==> src/rtl/btb_resolve_unit_pkg.sv <==
// Shared types and constants for the branch-resolution slice.
package btb_resolve_unit_pkg;

  localparam int PC_W = 64;
  localparam logic [PC_W-1:0] NO_PRED = 64'd0;

  // One in-flight prediction: fetched pc and what the BTB predicted for it.
  typedef struct packed {
    logic [PC_W-1:0] pc;
    logic [PC_W-1:0] pred_pc;
  } pred_entry_t;

  typedef enum logic [0:0] {
    ST_RUN   = 1'b0,
    ST_FLUSH = 1'b1
  } resolve_state_e;

  // 32-bit increment that sticks at all-ones.
  function automatic logic [31:0] sat_inc32(input logic [31:0] value);
    logic [31:0] result;
    if (value == 32'hFFFF_FFFF) begin
      result = value;
    end else begin
      result = value + 32'd1;
    end
    return result;
  endfunction

endpackage

==> src/rtl/btb_resolve_unit_pred_fifo.sv <==
// In-order prediction queue: circular buffer with wrap-bit pointers,
// synchronous clear and a combinational head read port.
module pred_fifo
  import btb_resolve_unit_pkg::*;
#(
  parameter int DEPTH = 4
) (
  input  logic        clk,
  input  logic        rst,
  input  logic        push,
  input  logic        pop,
  input  logic        clear,
  input  pred_entry_t wr_data,
  output pred_entry_t rd_data,
  output logic        full,
  output logic        empty
);

  localparam int AW = $clog2(DEPTH);

  pred_entry_t       mem_r [DEPTH];
  logic [AW:0]       wr_ptr_r;
  logic [AW:0]       rd_ptr_r;
  logic              push_ok_s;
  logic              pop_ok_s;

  assign full      = (wr_ptr_r[AW] != rd_ptr_r[AW]) &&
                     (wr_ptr_r[AW-1:0] == rd_ptr_r[AW-1:0]);
  assign empty     = (wr_ptr_r == rd_ptr_r);
  assign rd_data   = mem_r[rd_ptr_r[AW-1:0]];
  // A write into a full queue is fine when the head leaves the same cycle.
  assign push_ok_s = push && (!full || pop);
  assign pop_ok_s  = pop && !empty;

  // Pointer update; clear wins over push/pop.
  always_ff @(posedge clk) begin
    if (rst) begin
      wr_ptr_r <= {(AW+1){1'b0}};
      rd_ptr_r <= {(AW+1){1'b0}};
    end else if (clear) begin
      wr_ptr_r <= {(AW+1){1'b0}};
      rd_ptr_r <= {(AW+1){1'b0}};
    end else begin
      if (push_ok_s) begin
        wr_ptr_r <= wr_ptr_r + {{AW{1'b0}}, 1'b1};
      end
      if (pop_ok_s) begin
        rd_ptr_r <= rd_ptr_r + {{AW{1'b0}}, 1'b1};
      end
    end
  end

  // Entry storage; written at the tail on an accepted push.
  always_ff @(posedge clk) begin
    if (rst) begin
      for (int i = 0; i < DEPTH; i++) begin
        mem_r[i] <= '{pc: 64'd0, pred_pc: 64'd0};
      end
    end else if (!clear && push_ok_s) begin
      mem_r[wr_ptr_r[AW-1:0]] <= wr_data;
    end
  end

endmodule

==> src/rtl/btb_resolve_unit.sv <==
// Consumer end of the branch-prediction interface: queues fetch-time
// predictions, checks them against EX resolution, emits BTB updates,
// redirect/flush and misprediction statistics.
module btb_resolve_unit
  import btb_resolve_unit_pkg::*;
#(
  parameter int DEPTH        = 4,
  parameter int FLUSH_CYCLES = 2,
  parameter int INSTR_BYTES  = 4
) (
  input  logic            clk,
  input  logic            rst,
  input  logic            fetch_valid,
  input  logic [PC_W-1:0] fetch_pc,
  input  logic [PC_W-1:0] fetch_pred_pc,
  output logic            queue_full,
  input  logic            resolve_valid,
  input  logic            resolve_cti,
  input  logic            resolve_jump,
  input  logic            resolve_taken,
  input  logic [PC_W-1:0] resolve_target,
  output logic            upd_valid,
  output logic [PC_W-1:0] upd_pc,
  output logic [PC_W-1:0] upd_target,
  output logic            upd_taken,
  output logic            upd_jumped,
  output logic            redirect_valid,
  output logic [PC_W-1:0] redirect_pc,
  output logic            flush,
  output logic [31:0]     mispredict_count,
  output logic [31:0]     resolve_count,
  output logic            protocol_err
);

  localparam int FCW = (FLUSH_CYCLES > 1) ? $clog2(FLUSH_CYCLES) : 1;
  localparam logic [FCW-1:0] FLUSH_LOAD = FCW'(FLUSH_CYCLES - 1);

  resolve_state_e   state_r;
  logic [FCW-1:0]   flush_cnt_r;
  logic             flush_r;
  logic             upd_valid_r;
  logic [PC_W-1:0]  upd_pc_r;
  logic [PC_W-1:0]  upd_target_r;
  logic             upd_taken_r;
  logic             upd_jumped_r;
  logic             redirect_valid_r;
  logic [PC_W-1:0]  redirect_pc_r;
  logic [31:0]      mispredict_count_r;
  logic [31:0]      resolve_count_r;
  logic             protocol_err_r;

  pred_entry_t      head_s;
  pred_entry_t      wr_entry_s;
  logic             fifo_full_s;
  logic             fifo_empty_s;
  logic             run_s;
  logic             push_s;
  logic             pop_s;
  logic             taken_eff_s;
  logic             correct_s;
  logic             mispredict_s;
  logic             upd_s;
  logic             is_cti_s;
  logic [PC_W-1:0]  actual_next_s;

  assign wr_entry_s = '{pc: fetch_pc, pred_pc: fetch_pred_pc};

  pred_fifo #(
    .DEPTH(DEPTH)
  ) u_pred_fifo (
    .clk     (clk),
    .rst     (rst),
    .push    (push_s),
    .pop     (pop_s),
    .clear   (mispredict_s),
    .wr_data (wr_entry_s),
    .rd_data (head_s),
    .full    (fifo_full_s),
    .empty   (fifo_empty_s)
  );

  // Compare the queue head against the EX outcome and decide queue actions.
  always_comb begin
    run_s         = (state_r == ST_RUN);
    pop_s         = resolve_valid && run_s && !fifo_empty_s;
    taken_eff_s   = resolve_jump | (resolve_cti & resolve_taken);
    is_cti_s      = resolve_cti | resolve_jump;
    actual_next_s = head_s.pc + PC_W'(INSTR_BYTES);
    correct_s     = (head_s.pred_pc == NO_PRED);
    if (taken_eff_s) begin
      actual_next_s = resolve_target;
      correct_s     = (head_s.pred_pc == resolve_target);
    end else begin
      actual_next_s = head_s.pc + PC_W'(INSTR_BYTES);
      correct_s     = (head_s.pred_pc == NO_PRED);
    end
    mispredict_s  = pop_s && !correct_s;
    // Taken CTIs train the BTB; a prediction on a fall-through is stale.
    upd_s         = pop_s && (taken_eff_s || (head_s.pred_pc != NO_PRED));
    // A mispredict squashes everything younger, including this cycle's fetch.
    push_s        = fetch_valid && run_s && !mispredict_s;
  end

  // Registered outputs, statistics and the RUN/FLUSH sequencer.
  always_ff @(posedge clk) begin
    if (rst) begin
      state_r            <= ST_RUN;
      flush_cnt_r        <= {FCW{1'b0}};
      flush_r            <= 1'b0;
      upd_valid_r        <= 1'b0;
      upd_pc_r           <= 64'd0;
      upd_target_r       <= 64'd0;
      upd_taken_r        <= 1'b0;
      upd_jumped_r       <= 1'b0;
      redirect_valid_r   <= 1'b0;
      redirect_pc_r      <= 64'd0;
      mispredict_count_r <= 32'd0;
      resolve_count_r    <= 32'd0;
      protocol_err_r     <= 1'b0;
    end else begin
      upd_valid_r      <= upd_s;
      redirect_valid_r <= mispredict_s;
      if (upd_s) begin
        upd_pc_r     <= head_s.pc;
        upd_target_r <= taken_eff_s ? resolve_target : NO_PRED;
        upd_taken_r  <= taken_eff_s & ~resolve_jump;
        upd_jumped_r <= taken_eff_s & resolve_jump;
      end
      if (mispredict_s) begin
        redirect_pc_r      <= actual_next_s;
        mispredict_count_r <= sat_inc32(mispredict_count_r);
      end
      if (pop_s && is_cti_s) begin
        resolve_count_r <= sat_inc32(resolve_count_r);
      end
      if (resolve_valid && run_s && fifo_empty_s) begin
        protocol_err_r <= 1'b1;
      end
      case (state_r)
        ST_RUN: begin
          if (mispredict_s) begin
            state_r     <= ST_FLUSH;
            flush_r     <= 1'b1;
            flush_cnt_r <= FLUSH_LOAD;
          end
        end
        ST_FLUSH: begin
          if (flush_cnt_r == {FCW{1'b0}}) begin
            state_r <= ST_RUN;
            flush_r <= 1'b0;
          end else begin
            flush_cnt_r <= flush_cnt_r - {{(FCW-1){1'b0}}, 1'b1};
          end
        end
        default: begin
          state_r     <= ST_RUN;
          flush_r     <= 1'b0;
          flush_cnt_r <= {FCW{1'b0}};
        end
      endcase
    end
  end

  assign queue_full       = fifo_full_s && (state_r == ST_RUN);
  assign upd_valid        = upd_valid_r;
  assign upd_pc           = upd_pc_r;
  assign upd_target       = upd_target_r;
  assign upd_taken        = upd_taken_r;
  assign upd_jumped       = upd_jumped_r;
  assign redirect_valid   = redirect_valid_r;
  assign redirect_pc      = redirect_pc_r;
  assign flush            = flush_r;
  assign mispredict_count = mispredict_count_r;
  assign resolve_count    = resolve_count_r;
  assign protocol_err     = protocol_err_r;

endmodule

==> config.mk <==
export PLATFORM = sky130hd
export DESIGN_NAME = btb_resolve_unit
export DESIGN_NICKNAME = d
export VERILOG_FILES = /design/src/rtl/btb_resolve_unit_pkg.sv /design/src/rtl/btb_resolve_unit_pred_fifo.sv /design/src/rtl/btb_resolve_unit.sv
export SDC_FILE = /design/constraint.sdc
export NUM_CORES = 1
export LEC_CHECK = 0
export ABC_AREA = 1
export ABC_CLOCK_PERIOD_IN_PS = 12110
export BUFFER_PORTS_ARGS = -buffer_cell sky130_fd_sc_hd__buf_2
export CORE_MARGIN = 8
export CORE_UTILIZATION = 30
export CTS_CLUSTER_SIZE = 8
export DETAILED_ROUTE_END_ITERATION = 8
export GPL_ROUTABILITY_DRIVEN = 0
export GPL_TIMING_DRIVEN = 0
export MAX_ROUTING_LAYER = met4
export SYNTH_ARGS = -nofsm -noshare
export SYNTH_HDL_FRONTEND = slang
export SYNTH_SLANG_ARGS = --single-unit
==> constraint.sdc <==
create_clock -name clk -period 12.11 [get_ports clk]
set_clock_uncertainty 0.2 [all_clocks]
set_input_delay 0.6055 -clock clk [delete_from_list [all_inputs] [get_ports clk]]
set_output_delay 0.6055 -clock clk [all_outputs]
set_load 0.02 [all_outputs]
==> run summary <==
OUTCOME
----------------------------------------------------------------------------------------
Outcome ...................................................................    completed

LAYOUT
----------------------------------------------------------------------------------------
Layout cell share with drive strength beyond 1 ............................        17.8%
Area of the multi-input gates .............................................  14200 sq um
Fill cells ................................................................        12835
FF/Latch Area .............................................................  20800 sq um
Relative area change from synthesis to final layout .......................        21.6%
Fin cells .................................................................         6656
Post-layout nets ..........................................................         5110

FLOW RUN
----------------------------------------------------------------------------------------
Maxcap violations .........................................................            0

TIMING
----------------------------------------------------------------------------------------
Max-slew headroom .........................................................        8.79%
Peak Freq .................................................................      178 MHz
Max Transition Viols Final ................................................            0
Final worst-path setup slack ..............................................      6.48 ns
Actual transition at the worst max-transition pin .........................      1.37 ns
Hold violation count in the final report ..................................            0
RSZ-0062 raised after global routing ......................................           no
Min cycle time layout .....................................................      5.63 ns
Summed negative setup slack over all endpoints ............................         0 ns
Final setup viols .........................................................            0
Final cycle utilization of the critical path ..............................        46.5%

SETUP PATH
----------------------------------------------------------------------------------------
Path depth of the worst reg2reg path ......................................           19
Reg-to-reg critical path endpoint ......................................... u_pred_fifo.mem_r[1][72]$_SDFFCE_PN0P_
Maximum net fanout on the critical path ...................................           47
Timing endpoint of the critical path ...................................... u_pred_fifo.mem_r[1][72]$_SDFFCE_PN0P_
R2R setup slack ...........................................................      6.48 ns
Critical path required time ...............................................     12.25 ns
Capturing element type of the critical path ...............................         flop
Worst Path Arrival ........................................................      5.77 ns
WS Path Type ..............................................................      reg2reg
Startpoint Class ..........................................................         flop

MIN PATH
----------------------------------------------------------------------------------------
Tightest Hold Check Type ..................................................       in2reg

FLOORPLANNING
----------------------------------------------------------------------------------------
Starting utilization of the core area .....................................        30.2%
Floorplan core area ....................................................... 124000 sq um
Top-level I/O count .......................................................          462
Std-Cell Rows .............................................................          129
Floorplan die width .......................................................       369 um
Floorplan die area ........................................................ 136000 sq um
Die height ................................................................       369 um

LOGIC SYNTHESIS
----------------------------------------------------------------------------------------
Largest area contributor in the synthesized netlist .......................     edfxtp_1
Distinct cells, synth .....................................................           51
Post-synth net total ......................................................         4518
Most frequently used cell type in the post-synthesis netlist ..............      nand2_1
Dominant register cell in the synthesized netlist .........................     edfxtp_1
Mean instance size in the synthesized netlist .............................   8.66 sq um
Post-synth top area share .................................................        41.2%
Post-synth EDFFs ..........................................................          512
Share of synthesized area occupied by flip-flops and latches ..............        55.8%
Post-synthesis async set-or-reset flop share ..............................           0%
Top post-synthesis cells by area .......................................... edfxtp_1 41%, dfxtp_1 15%, nand2_1 12%, nor2_1 6.5%, nand3_1 4.2%
Number of synthesized register bits .......................................          784
Cell types with the highest counts after synthesis ........................ 1181 x nand2_1, 649 x nor2_1, 512 x edfxtp_1, 316 x nand3_1, 272 x dfxtp_1
Number of synthesis warnings ..............................................            0
Post-synthesis instance area ..............................................  37300 sq um
Mapped Cells ..............................................................         4314

GRT
----------------------------------------------------------------------------------------
Via count of the first global-routing pass ................................        32416
Total grt overflow ........................................................            0
Global-route usage over all layers ........................................        25.0%
Pin count of the biggest net entering global routing ......................           54
Initial antenna violation count ...........................................           41
First-pass GRT wire length ................................................    240000 um

CLOCK TREE
----------------------------------------------------------------------------------------
Number of buffers inserted for hold repair after clock tree synthesis .....            3
Post-cts sizing count .....................................................            0
Clock latency reported for the late side of the worst-skew pair ...........      0.70 ns
CTS root buf ..............................................................    clkbuf_16
CTS sink cnt ..............................................................          784
Number of buffers created by CTS ..........................................          110
Level count of the clock H-tree ...........................................            3
Longest Clk Path Bufs .....................................................            3
Clock-pin transition on the worst setup and hold timing paths .............      0.05 ns
TritonCTS clock tree ......................................................         done
Post-CTS Setup Repair Bufs ................................................            0

ROUTING
----------------------------------------------------------------------------------------
Via density per instance ..................................................         5.19
Detailed-route via count ..................................................        34564
DR iter-0 viols ...........................................................         4213
Number of nets with antenna violations after detailed routing .............            0
DR DRC count ..............................................................            0
Wirelength per Cell .......................................................      26.0 um
DRT Pass-1 Iters ..........................................................            6
Aggregate routed wire length ..............................................    173000 um

PLACEMENT
----------------------------------------------------------------------------------------
Count of input and output buffers .........................................          461
Place WS ..................................................................      6.70 ns
Total half-perimeter wirelength after legalization and detailed placement .    134000 um
DP Cell Count .............................................................         6428

POWER AND IR DROP
----------------------------------------------------------------------------------------
P per Cell Area ...........................................................  240 nW/um^2
Max VDD drop ..............................................................     0.125 mV
Total design power ........................................................      10.9 mW
Lkg Pwr ...................................................................      18.8 nW

==> flip-flops by register name, summed over array words and instances, names as in the netlist, named ones only <==
register	flops
u_pred_fifo.mem_r	512
upd_jumped	1
u_pred_fifo.wr_ptr_r	3
resolve_count	32
protocol_err	1
mispredict_count	32
flush_cnt_r	1
upd_valid	1
state_r	1
upd_pc	64
upd_taken	1
u_pred_fifo.rd_ptr_r	3
upd_target	64
redirect_pc	64
redirect_valid	1
flush	1
==> power breakdown <==
| part | switching, mW | internal, mW |
|---|---|---|
| registers | 0.263 | 3.49 |
| clock network | 1.19 | 1.72 |
| logic | 3.24 | 1.02 |
| total | 4.69 | 6.23 |
==> cells by family (layout without fill, tap and decap cells) <==
kind of cell    Yosys count  count (layout)  synth area share, %
buf+inv                 524            1190                 6.36
fa+ha+maj                 5               5                0.168
xor+xnor                 81              81                 1.90
other cells               0              39                    0
simple gates           2467            2467                 29.2
compound gates          453             453                 6.62
flops                   784             784                 55.8
==> stage by stage <==
step | area (sq um) | utilization, % | hold WS [ns]
after global routing | 45400 | 36.7 | 0.0602
after global placement | 41700 | 33.7 | 0.233
after CTS | 45300 | 36.7 | 0.000216
after floorplan | 37300 | - | 0.278
after detailed placement | 42100 | 34.1 | 0.235
final | 45400 | 36.7 | 0.0569
==> worst min-delay path by stage <==
stage / slack [ns] / from / depth (start not counted) / to
final: 0.06 / resolve_target[52] / 3 / upd_target[52]$_SDFFE_PP0P_
after global routing: 0.06 / resolve_target[56] / 3 / upd_target[56]$_SDFFE_PP0P_
after CTS: 0.0002 / resolve_target[52] / 3 / upd_target[52]$_SDFFE_PP0P_
after detailed placement: 0.24 / redirect_pc[31]$_SDFFE_PP0P_ / 2 / redirect_pc[31]$_SDFFE_PP0P_
after global placement: 0.23 / redirect_pc[31]$_SDFFE_PP0P_ / 2 / redirect_pc[31]$_SDFFE_PP0P_
after floorplan: 0.28 / u_pred_fifo.wr_ptr_r[2]$_SDFFE_PP0N_ / 2 / u_pred_fifo.wr_ptr_r[2]$_SDFFE_PP0N_
==> metal layers <==
| metal | vias up | wire (um) | track usage, % |
|---|---|---|---|
| met5 | - | 0 | - |
| met3 | 336 | 22700 | 9.11 |
| met2 | 1987 | 73800 | 36.6 |
| met1 | 16613 | 69200 | 31.5 |
| met4 | 0 | 7390 | 9.66 |
| li1 | 15628 | - | - |
==> layout make-up <==
cell class	count	area share [%]
Tap cell	1637	4.51
Clock buffer	175	6.69
Sequential cell	784	45.8
Inverter	277	2.29
Antenna cell	39	0.215
Timing Repair Buffer	480	5.97
Clock inverter	11	0.325
Multi-Input combinational cell	3006	31.2
Buffer	247	2.94
==> worst max-delay path, cell delays in order (launching register included) <==
cell and delay (ns):
dfxtp_1 0.31, buf_4 0.26, clkbuf_1 0.73, nand3_1 0.26
nand2_1 0.19, nand2_1 0.11, nor2_1 0.10, nand4_1 0.16
nor2_1 0.17, nand2_1 0.06, nor2_1 0.34, nor2_1 0.12
nand2_2 0.18, nand3_4 0.18, nor2_4 0.14, nand3_2 0.10
buf_2 0.26, buf_2 0.27, nand2_4 0.71, buf_16 0.32
==> cells in the final DEF, fill, tap and decap left out, types with 3 or more instances in the layout <==
cell | netlist | final
diode_2 | 0 | 39
xor2_1 | 62 | 62
inv_1 | 267 | 267
edfxtp_1 | 512 | 512
a211oi_1 | 17 | 17
clkbuf_1 | 96 | 158
buf_16 | 0 | 7
xnor2_1 | 19 | 19
nand4_1 | 73 | 73
clkinv_8 | 0 | 3
nor3_1 | 63 | 63
nor2_1 | 649 | 649
a21oi_1 | 186 | 186
inv_2 | 9 | 9
nand3_2 | 4 | 4
a21boi_0 | 7 | 7
dlygate4sd3_1 | 0 | 3
nor2_2 | 7 | 7
nor3_2 | 111 | 111
buf_12 | 0 | 9
o21ai_0 | 186 | 184
nor4_1 | 11 | 11
clkbuf_16 | 0 | 111
nand2_2 | 3 | 3
dfxtp_1 | 272 | 272
buf_4 | 23 | 23
buf_1 | 12 | 12
nand3_1 | 316 | 316
buf_6 | 28 | 28
buf_2 | 88 | 549
nand3b_1 | 27 | 27
nor3b_1 | 7 | 7
a22o_1 | 21 | 21
o21ai_1 | 15 | 15
a21boi_1 | 8 | 8
nor4b_1 | 3 | 3
ha_1 | 5 | 5
nand2_1 | 1181 | 1179
No activity file was read; power rests on OpenSTA's default activity.
